--- src/rtl/lagarto_ctrl_pkg.sv ---
`default_nettype none
// ============================================================================
// Module   : lagarto_ctrl_pkg
// Purpose  : Shared types and constants for the Lagarto pipeline stall/flush
//            sequencer (state encoding, redirect cause, default widths).
// Revision : 1.0 - initial release
// ============================================================================
package lagarto_ctrl_pkg;

  // Default PC / redirect address width of the core.
  localparam int unsigned LAGARTO_ADDR_W = 40;

  // Width of the debug state encoding.
  localparam int unsigned CTRL_STATE_W = 3;

  // Sequencer states; encodings are visible on the debug port.
  typedef enum logic [2:0] {
    ST_RUN      = 3'd0,
    ST_MEM_WAIT = 3'd1,
    ST_MC_WAIT  = 3'd2,
    ST_REDIRECT = 3'd3,
    ST_ERR      = 3'd4
  } ctrl_state_e;

  // Why a redirect was started; selects the address that gets latched.
  typedef enum logic {
    CAUSE_XCPT   = 1'b0,
    CAUSE_BRANCH = 1'b1
  } redir_cause_e;

endpackage
`default_nettype wire

--- src/rtl/lagarto_ctrl_counter.sv ---
`default_nettype none
// ============================================================================
// Module   : lagarto_ctrl_counter
// Purpose  : Saturating cycle counter with clear, increment and terminal
//            compare. Shared by the flush-duration and dmem-watchdog timing.
//            clr has priority; clr together with inc loads 1, so a wait can
//            start counting in its entry cycle.
// Revision : 1.0 - initial release
// ============================================================================
module lagarto_ctrl_counter
  import lagarto_ctrl_pkg::*;
#(
  parameter int unsigned CNT_W = 8
) (
  input  logic             clk,
  input  logic             rst,
  input  logic             clr,
  input  logic             inc,
  input  logic [CNT_W-1:0] term,
  output logic [CNT_W-1:0] count,
  output logic             at_term
);

  logic saturated;

  assign saturated = &count;
  assign at_term   = (count == term);

  // Counter register: clear (optionally restarting at 1), else saturating increment.
  always_ff @(posedge clk or posedge rst) begin
    if (rst) begin
      count <= '0;
    end else if (clr) begin
      count <= inc ? CNT_W'(1) : '0;
    end else if (inc && !saturated) begin
      count <= count + CNT_W'(1);
    end
  end

endmodule
`default_nettype wire

--- src/rtl/lagarto_pipe_ctrl.sv ---
`default_nettype none
// ============================================================================
// Module   : lagarto_pipe_ctrl
// Purpose  : Central stall/flush sequencer of the in-order pipeline. Drives
//            lock and flush of the IF/ID, ID/EXE and EXE/WB latches, holds the
//            pipe on dmem misses and multicycle ops, and issues flush plus
//            PC-redirect sequences for WB exceptions and taken EXE branches.
// Revision : 1.0 - initial release
// ============================================================================
module lagarto_pipe_ctrl
  import lagarto_ctrl_pkg::*;
#(
  parameter int unsigned ADDR_W       = LAGARTO_ADDR_W,
  parameter int unsigned FLUSH_CYCLES = 2,
  parameter int unsigned DMEM_TIMEOUT = 255,
  parameter int unsigned CNT_W        = 8
) (
  input  logic                    CLK,
  input  logic                    RST,
  input  logic                    EXE_VALID,
  input  logic                    EXE_DMEM_REQ,
  input  logic                    DMEM_RESP_VALID,
  input  logic                    EXE_MC_BUSY,
  input  logic                    EXE_BRANCH_TAKEN,
  input  logic [ADDR_W-1:0]       EXE_BRANCH_TARGET,
  input  logic                    WB_XCPT,
  input  logic [ADDR_W-1:0]       XCPT_VECTOR,
  output logic                    LOCK_IF_ID,
  output logic                    LOCK_ID_EXE,
  output logic                    LOCK_EXE_WB,
  output logic                    FLUSH_IF_ID,
  output logic                    FLUSH_ID_EXE,
  output logic                    FLUSH_EXE_WB,
  output logic                    PC_REDIRECT_VALID,
  output logic [ADDR_W-1:0]       PC_REDIRECT_ADDR,
  output logic                    DMEM_KILL,
  output logic                    DMEM_TIMEOUT_ERR,
  output logic [CTRL_STATE_W-1:0] CTRL_STATE
);

  // Terminal counts: REDIRECT lasts FLUSH_CYCLES cycles starting from count 0;
  // MEM_WAIT starts at count 1, so the watchdog fires in wait cycle DMEM_TIMEOUT.
  localparam logic [CNT_W-1:0] FLUSH_TERM = CNT_W'(FLUSH_CYCLES - 1);
  localparam logic [CNT_W-1:0] DMEM_TERM  = CNT_W'(DMEM_TIMEOUT);

  ctrl_state_e        state;
  ctrl_state_e        next_state;
  redir_cause_e       redir_cause;
  logic               take_xcpt;
  logic               take_branch;
  logic               mem_miss;
  logic               mc_stall;
  logic               lock;
  logic               flush;
  logic               redirect_event;
  logic               cnt_clr;
  logic               cnt_inc;
  logic [CNT_W-1:0]   cnt_term;
  logic [CNT_W-1:0]   cnt_value;
  logic               cnt_at_term;
  logic [ADDR_W-1:0]  redir_addr;
  logic               redirect_valid;
  logic               dmem_kill;
  logic               timeout_err;

  // Event decode shared by RUN / MEM_WAIT / MC_WAIT (priority applied in the FSM).
  assign take_xcpt   = WB_XCPT;
  assign take_branch = EXE_VALID & EXE_BRANCH_TAKEN;
  assign mem_miss    = EXE_VALID & EXE_DMEM_REQ & ~DMEM_RESP_VALID;
  assign mc_stall    = EXE_VALID & EXE_MC_BUSY;

  lagarto_ctrl_counter #(
    .CNT_W (CNT_W)
  ) u_counter (
    .clk     (CLK),
    .rst     (RST),
    .clr     (cnt_clr),
    .inc     (cnt_inc),
    .term    (cnt_term),
    .count   (cnt_value),
    .at_term (cnt_at_term)
  );

  // State register.
  always_ff @(posedge CLK or posedge RST) begin
    if (RST) begin
      state <= ST_RUN;
    end else begin
      state <= next_state;
    end
  end

  // Next-state, lock and counter control; a redirect event releases locks at once.
  always_comb begin
    next_state  = state;
    lock        = 1'b0;
    cnt_clr     = 1'b0;
    cnt_inc     = 1'b0;
    cnt_term    = DMEM_TERM;
    redir_cause = take_xcpt ? CAUSE_XCPT : CAUSE_BRANCH;

    case (state)
      ST_RUN: begin
        cnt_clr = 1'b1;
        if (take_xcpt || take_branch) begin
          next_state = ST_REDIRECT;
        end else if (mem_miss) begin
          lock       = 1'b1;
          cnt_inc    = 1'b1;
          next_state = ST_MEM_WAIT;
        end else if (mc_stall) begin
          lock       = 1'b1;
          next_state = ST_MC_WAIT;
        end
      end

      ST_MEM_WAIT: begin
        if (take_xcpt || take_branch) begin
          cnt_clr    = 1'b1;
          next_state = ST_REDIRECT;
        end else if (DMEM_RESP_VALID) begin
          cnt_clr    = 1'b1;
          next_state = ST_RUN;
        end else begin
          lock = 1'b1;
          if (cnt_at_term) begin
            next_state = ST_ERR;
          end else begin
            cnt_inc = 1'b1;
          end
        end
      end

      ST_MC_WAIT: begin
        cnt_clr = 1'b1;
        if (take_xcpt || take_branch) begin
          next_state = ST_REDIRECT;
        end else if (!EXE_MC_BUSY) begin
          next_state = ST_RUN;
        end else begin
          lock = 1'b1;
        end
      end

      ST_REDIRECT: begin
        // Wrong-path exceptions/branches are ignored while flushing.
        cnt_term = FLUSH_TERM;
        if (cnt_at_term) begin
          cnt_clr    = 1'b1;
          next_state = ST_RUN;
        end else begin
          cnt_inc = 1'b1;
        end
      end

      ST_ERR: begin
        lock = 1'b1;
      end

      default: begin
        cnt_clr    = 1'b1;
        next_state = ST_RUN;
      end
    endcase
  end

  assign redirect_event = (next_state == ST_REDIRECT) && (state != ST_REDIRECT);
  assign flush          = (state == ST_REDIRECT);

  // Redirect pulse, target latch, dmem kill pulse and sticky watchdog error.
  always_ff @(posedge CLK or posedge RST) begin
    if (RST) begin
      redirect_valid <= 1'b0;
      redir_addr     <= '0;
      dmem_kill      <= 1'b0;
      timeout_err    <= 1'b0;
    end else begin
      redirect_valid <= redirect_event;
      dmem_kill      <= redirect_event && (state == ST_MEM_WAIT);
      timeout_err    <= timeout_err | (next_state == ST_ERR);
      if (redirect_event) begin
        redir_addr <= (redir_cause == CAUSE_XCPT) ? XCPT_VECTOR : EXE_BRANCH_TARGET;
      end
    end
  end

  // Latches favour lock over flush, so lock is masked whenever flush is active.
  assign LOCK_IF_ID        = lock & ~flush;
  assign LOCK_ID_EXE       = lock & ~flush;
  assign LOCK_EXE_WB       = lock & ~flush;
  assign FLUSH_IF_ID       = flush;
  assign FLUSH_ID_EXE      = flush;
  assign FLUSH_EXE_WB      = flush;
  assign PC_REDIRECT_VALID = redirect_valid;
  assign PC_REDIRECT_ADDR  = redir_addr;
  assign DMEM_KILL         = dmem_kill;
  assign DMEM_TIMEOUT_ERR  = timeout_err;
  assign CTRL_STATE        = state;

endmodule
`default_nettype wire
--- config.mk ---
export PLATFORM = sky130hd
export DESIGN_NAME = lagarto_pipe_ctrl
export DESIGN_NICKNAME = d
export VERILOG_FILES = /design/src/rtl/lagarto_ctrl_pkg.sv /design/src/rtl/lagarto_ctrl_counter.sv /design/src/rtl/lagarto_pipe_ctrl.sv
export SDC_FILE = /design/constraint.sdc
export NUM_CORES = 1
export LEC_CHECK = 0
export BUFFER_PORTS_ARGS = -buffer_cell sky130_fd_sc_hd__buf_2
export CORE_MARGIN = 8
export CORE_UTILIZATION = 30
export CTS_BUF_LIST = sky130_fd_sc_hd__clkbuf_4 sky130_fd_sc_hd__clkbuf_8 sky130_fd_sc_hd__clkbuf_16
export DETAILED_ROUTE_END_ITERATION = 16
export PLACE_DENSITY = 0.64
export SLEW_MARGIN = 20
export SYNTH_ARGS = -nofsm -noshare
export SYNTH_HDL_FRONTEND = slang
export SYNTH_SLANG_ARGS = --single-unit
--- constraint.sdc ---
create_clock -name CLK -period 7.05 [get_ports CLK]
set_clock_uncertainty 0.2 [all_clocks]
set_input_delay 1.0575 -clock CLK [delete_from_list [all_inputs] [get_ports CLK]]
set_output_delay 1.0575 -clock CLK [all_outputs]
set_load 0.02 [all_outputs]
## Word level (Yosys, flattened, before mapping)

Index checks and enable logic that the tools add are counted.

- Logic and storage cells: 64
- Output and inout bits: 52
- Input bits: 88
- Register bits after elaboration: 54

- Multiplexer cells: 33
- Reductions and logical operators: 8
- $add $sub $neg: 1
- Bitwise gates (word level): 8
- Equal/unequal tests: 8

Operators by type and width:

| cell | number |
|---|---|
| 40-bit 2-to-1 mux | 1 |
| 3-bit 2-to-1 mux | 9 |
| 8-bit 2-to-1 mux | 3 |
| 1-bit 2-to-1 mux | 16 |
| 3-bit one-hot mux with 5 select lines | 1 |
| 3-bit by 2-bit equality test with 1-bit output (second input constant) | 3 |
| 8-bit by 1-bit adder with 8-bit output (second input constant) | 1 |
| 8-bit equality test | 1 |
| 8-bit AND reduction | 1 |
| 3-bit equality test (second input constant) | 2 |
| 1-bit one-hot mux with 3 select lines | 2 |
| 1-bit bitwise AND | 5 |
| 1-bit one-hot mux with 4 select lines | 1 |
| 3-bit by 1-bit equality test with 1-bit output (second input constant) | 1 |
| 1-bit logical AND | 3 |
| 3-bit zero test | 1 |
| 3-bit by 2-bit inequality test with 1-bit output (second input constant) | 1 |
| 1-bit inverter | 2 |
| 2-bit nonzero test | 1 |
| 1-bit zero test | 1 |
| 1-bit logical OR | 1 |
| 1-bit OR | 1 |

## Depth between registers and ports, before layout

- Word-level depth: 10
- Gate-level depth with buffers: 7
- Mapped depth without buffers: 6

## By module

A second synthesis with hierarchy kept.

- Cells, all modules: 251
- Area, all modules: 3213.1 µm²

By module, submodules not included:

| module | area each (µm²) | times used | cells each | sequential area each (µm²) |
|---|---|---|---|---|
| lagarto_pipe_ctrl | 2595.0 | 1 | 186 | 1151.1 |
| lagarto_ctrl_counter | 618.1 | 1 | 65 | 200.2 |

## Least setup slack after synthesis

Ideal clock, no wire load.

- Path kind: input -> output
- Start point: in WB_XCPT
- End point: out LOCK_ID_EXE
- Stages: 6
- Arrival: 2.635 ns
- Slack: 3.157 ns
- Data required time: 5.793 ns
- Path buffers: 2
- Cells stage by stage: clkbuf_1 or3_1 a21oi_1 a21oi_1 o21ai_0 buf_4

- Word-level cells in the longest chain between the ends: 4
- Elaborated cells between the ends (all ways): 6
- Classes of those cells: 4 x mux; 1 x bitwise; 1 x reduce/logical

Ends and longest elaborated chain:

| element | RTL line | RTL |
|---|---|---|
| from (decl) | lagarto_pipe_ctrl.sv:26 | `input logic WB_XCPT,` |
| 1-bit logical OR * | lagarto_pipe_ctrl.sv:105, lagarto_pipe_ctrl.sv:118, lagarto_pipe_ctrl.sv:136 |  |
| 1-bit 2-to-1 mux, on equally long branches | lagarto_pipe_ctrl.sv:136, lagarto_pipe_ctrl.sv:105, lagarto_pipe_ctrl.sv:118 |  |
| 1-bit one-hot mux with 4 select lines * | lagarto_pipe_ctrl.sv:102 | `case (state)` |
| 1-bit bitwise AND * | n/a |  |
| to (decl) | lagarto_pipe_ctrl.sv:29 | `output logic LOCK_ID_EXE,` |

Mark *: on every way between the ends. The rest lies on a longest branch, timed or not.

## Worst setup path in the final report

- Start point: in WB_XCPT
- End point: out LOCK_EXE_WB

- Word-level cells in the longest chain between the ends: 4
- Elaborated cells between the ends (all ways): 6
- Classes of those cells: 4 x mux; 1 x bitwise; 1 x reduce/logical

Ends and longest elaborated chain:

| element | RTL line | RTL |
|---|---|---|
| 1-bit logical OR * | lagarto_pipe_ctrl.sv:105, lagarto_pipe_ctrl.sv:118, lagarto_pipe_ctrl.sv:136 |  |
| 1-bit 2-to-1 mux, on equally long branches | lagarto_pipe_ctrl.sv:136, lagarto_pipe_ctrl.sv:105, lagarto_pipe_ctrl.sv:118 |  |
| 1-bit one-hot mux with 4 select lines * | lagarto_pipe_ctrl.sv:102 |  |
| 1-bit bitwise AND * | lagarto_pipe_ctrl.sv:190 | `assign LOCK_EXE_WB = lock & ~flush;` |
| to (decl) | lagarto_pipe_ctrl.sv:30 | `output logic LOCK_EXE_WB,` |

Marks and branches as above.

==> flow_metrics.env <==
export IMPL_status="finished, final reports clean"
export IMPL_dp_hpwl_um=5660
export IMPL_coreArea_um2=8760
export IMPL_drt_iter0_markers=50
export IMPL_synth_warnings=0
export IMPL_crit_fanout=45
export IMPL_ctsResizeCount=0
export IMPL_yosysUniqueCellTypes=43
export IMPL_yosys_area_share_simple=0.156
export IMPL_hp_class="reg -> reg"
export IMPL_synthAdderAreaFrac=0.00460
export IMPL_tightest_slew_ps=725
export IMPL_period_minus_slack_ps=3890
export IMPL_p_per_area_nw_per_um2=387
export IMPL_cts_sinks=54
export IMPL_fin_crit_sh=0.552
export IMPL_synth_top_cell_by_area="dfrtp_1"
export IMPL_dieArea_um2=12400
export IMPL_cp_required_ps=5790
export IMPL_final_setup_viol_count=0
export IMPL_synth_top_area_frac=0.496
export IMPL_drv_cap=0
export IMPL_synth_area_top_cells="dfrtp_1 (50%), mux2i_1 (16%), o21ai_0 (7.9%)"
export IMPL_avgSynthCellArea_um2=9.83
export IMPL_tns_ps=0
export IMPL_r2r_end="u_counter.count[6]"
export IMPL_fp_row_count=34
export IMPL_gr_total_overflow=0
export IMPL_start_util=0.311
export IMPL_synth_xor_xnor_area_share=0
export IMPL_hold_buffers=0
export IMPL_root_buffer="clkbuf_8"
export IMPL_synth_cells=277
export IMPL_wl_per_cell_um=14.0
export IMPL_drc=0
export IMPL_worstHoldEndpoint="DMEM_TIMEOUT_ERR"
export IMPL_worstPathCellList="buf_2, buf_4, or3_1, a21oi_1, a21oi_1, o21ai_0, buf_2"
export IMPL_worst_setup_path_type="in -> out"
export IMPL_ys_flop_type="dfrtp_1"
export IMPL_syn_cell_area_um2=2720
export IMPL_slowest_stage="or3_1"
export IMPL_grt_pass1_wl_um=12200
export IMPL_worstHoldStart="DMEM_TIMEOUT_ERR"
export IMPL_synthArstFlopShare=1.00
export IMPL_antenna_cells=0
export IMPL_max_stage_delay_ps=420
export IMPL_grt_usage=0.115
export IMPL_drv_slew=0
export IMPL_die_y_um=111
export IMPL_cts_setup_buffers=0
export IMPL_yosys_cell_count_top_type="dfrtp_1"
export IMPL_area_growth_pct=32.5
export IMPL_layout_drive_gt1_share=0.384
export IMPL_arrival_ps=2630
export IMPL_tritoncts="yes"
export IMPL_drtAntennaViolNets=0
export IMPL_p_leak_nw=1.87
export IMPL_synthMuxAreaShare=0.158
export IMPL_cts_path_max_buffers=2
export IMPL_layout_nets=492
export IMPL_clock_latency_ps=300
export IMPL_port_buffers=139
export IMPL_cp_end_kind="primary output"
export IMPL_cts_htree_levels=2
export IMPL_worstSetupStartpointType="input pin"
export IMPL_hold_depth=1
export IMPL_synth_yosys_seq_area_share=0.496
export IMPL_stdcell_count=512
export IMPL_grt_pass1_vias=2502
export IMPL_clk_pin_slew_worst_paths_ps=90
export IMPL_dr_pass1_iters=4
export IMPL_whs_ps=267
export IMPL_placed_cell_area_um2=3470
export IMPL_wl_um=7190
export IMPL_filler_cell_count=923
export IMPL_die_w_um=111
export IMPL_irDropWorstVdd_v=0.000143
export IMPL_boundaryPins=140
export IMPL_cts_buffers_inserted=5
export IMPL_vias=2401
export IMPL_syn_num_nets=366
export IMPL_ys_top_cells_by_count="dfrtp_1 (54), nand2_1 (47), mux2i_1 (43), o21ai_0 (43), clkbuf_1 (16)"
export IMPL_slew_headroom=0.514
export IMPL_via_per_inst=4.69
export IMPL_timing_fmax_mhz=257
export IMPL_rr_worst_depth=5
export IMPL_yosys_register_bits=54
export IMPL_fin_area_um2=3610
export IMPL_grt_max_degree=55
export IMPL_synth_compound_area_frac=0.140
export IMPL_reg2reg_from="CTRL_STATE[1]"
export IMPL_place_inst=504
export IMPL_synth_top_family_by_area="multiplexers"
export IMPL_grt_setup_unrepaired="false"
export IMPL_r2r_slack_ps=4460
export IMPL_hold_viol=0
export IMPL_antenna_found_initial=1
export IMPL_routabilityCongestion=0.751
export IMPL_synth_edf_count=0
[cells in the final DEF, fill, tap and decap left out, types with 2 or more instances in the layout]
master,n
a21o_1,2
a21oi_1,8
buf_2,139
buf_4,3
bufinv_16,2
clkbuf_8,6
dfrtp_1,54
inv_1,2
mux2i_1,43
nand2_1,47
nand2b_1,6
nand3_1,5
nand3b_1,2
nand4_1,4
nor2_1,5
nor3_1,2
nor3b_1,2
o211ai_1,3
o21ai_0,42
o41ai_1,2
or4_1,2
[sequential cells by signal, summed over array words and instances (netlist names)]
| register | cells |
|---|---|
| u_counter.count | 8 |
| PC_REDIRECT_VALID | 1 |
| PC_REDIRECT_ADDR | 40 |
| CTRL_STATE | 3 |
| DMEM_TIMEOUT_ERR | 1 |
| DMEM_KILL | 1 |
[power breakdown]
| part | internal, mW | switching (mW) |
|---|---|---|
| clock network | 0.151 | 0.0990 |
| logic | 0.213 | 0.419 |
| registers | 0.435 | 0.0791 |
[area by class of cell]
type,count,area (µm²),share of cell area
clock buffer,6,82.6,0.0229
multi-input combinational,197,1250,0.346
tap,108,135,0.0374
clock inverter,2,60.1,0.0166
sequential,54,1350,0.374
inverter,3,11.3,0.00312
timing repair buffer,142,718,0.199
[metrics by stage]
step           total power, mW  setup WS [ps]   util
6_report                  1.40           3160  0.412
5_1_grt                   1.51           3010  0.412
4_1_cts                   1.42           3140  0.412
3_5_place_dp              1.17           3140  0.395
3_3_place_gp              1.15           3230  0.395
2_1_floorplan            0.953           3160      -
[cells by family after synthesis]
group	count (synthesis)
flops	54
compound gates	67
fa+ha+maj	1
simple gates	86
mux	43
buf+inv	26
[layer usage]
layer  share of wire  track usage  vias up
li1                -            -     1229
met1            0.43        0.133     1083
met2            0.49        0.192       81
met3           0.078       0.0492        6
met4          0.0053       0.0213        2
met5          0.0018            0        -
[worst max-delay path: cells and delay by family]
kind	cells	cell delay (ps)
AOI/OAI and AO/OA	3	490
and+or+nand+nor	1	420
buffers and inverters	3	640
[worst max-delay path by stage]
stage | from | endpoint | slack (ps) | cells past startpoint
final | WB_XCPT | LOCK_EXE_WB | 3160 | 7
after global routing | WB_XCPT | LOCK_ID_EXE | 3010 | 7
after CTS | WB_XCPT | LOCK_EXE_WB | 3140 | 7
after detailed placement | WB_XCPT | LOCK_EXE_WB | 3140 | 7
after global placement | WB_XCPT | LOCK_ID_EXE | 3230 | 7
after floorplan | WB_XCPT | LOCK_ID_EXE | 3160 | 6
Power figures use the tool's default switching activity.
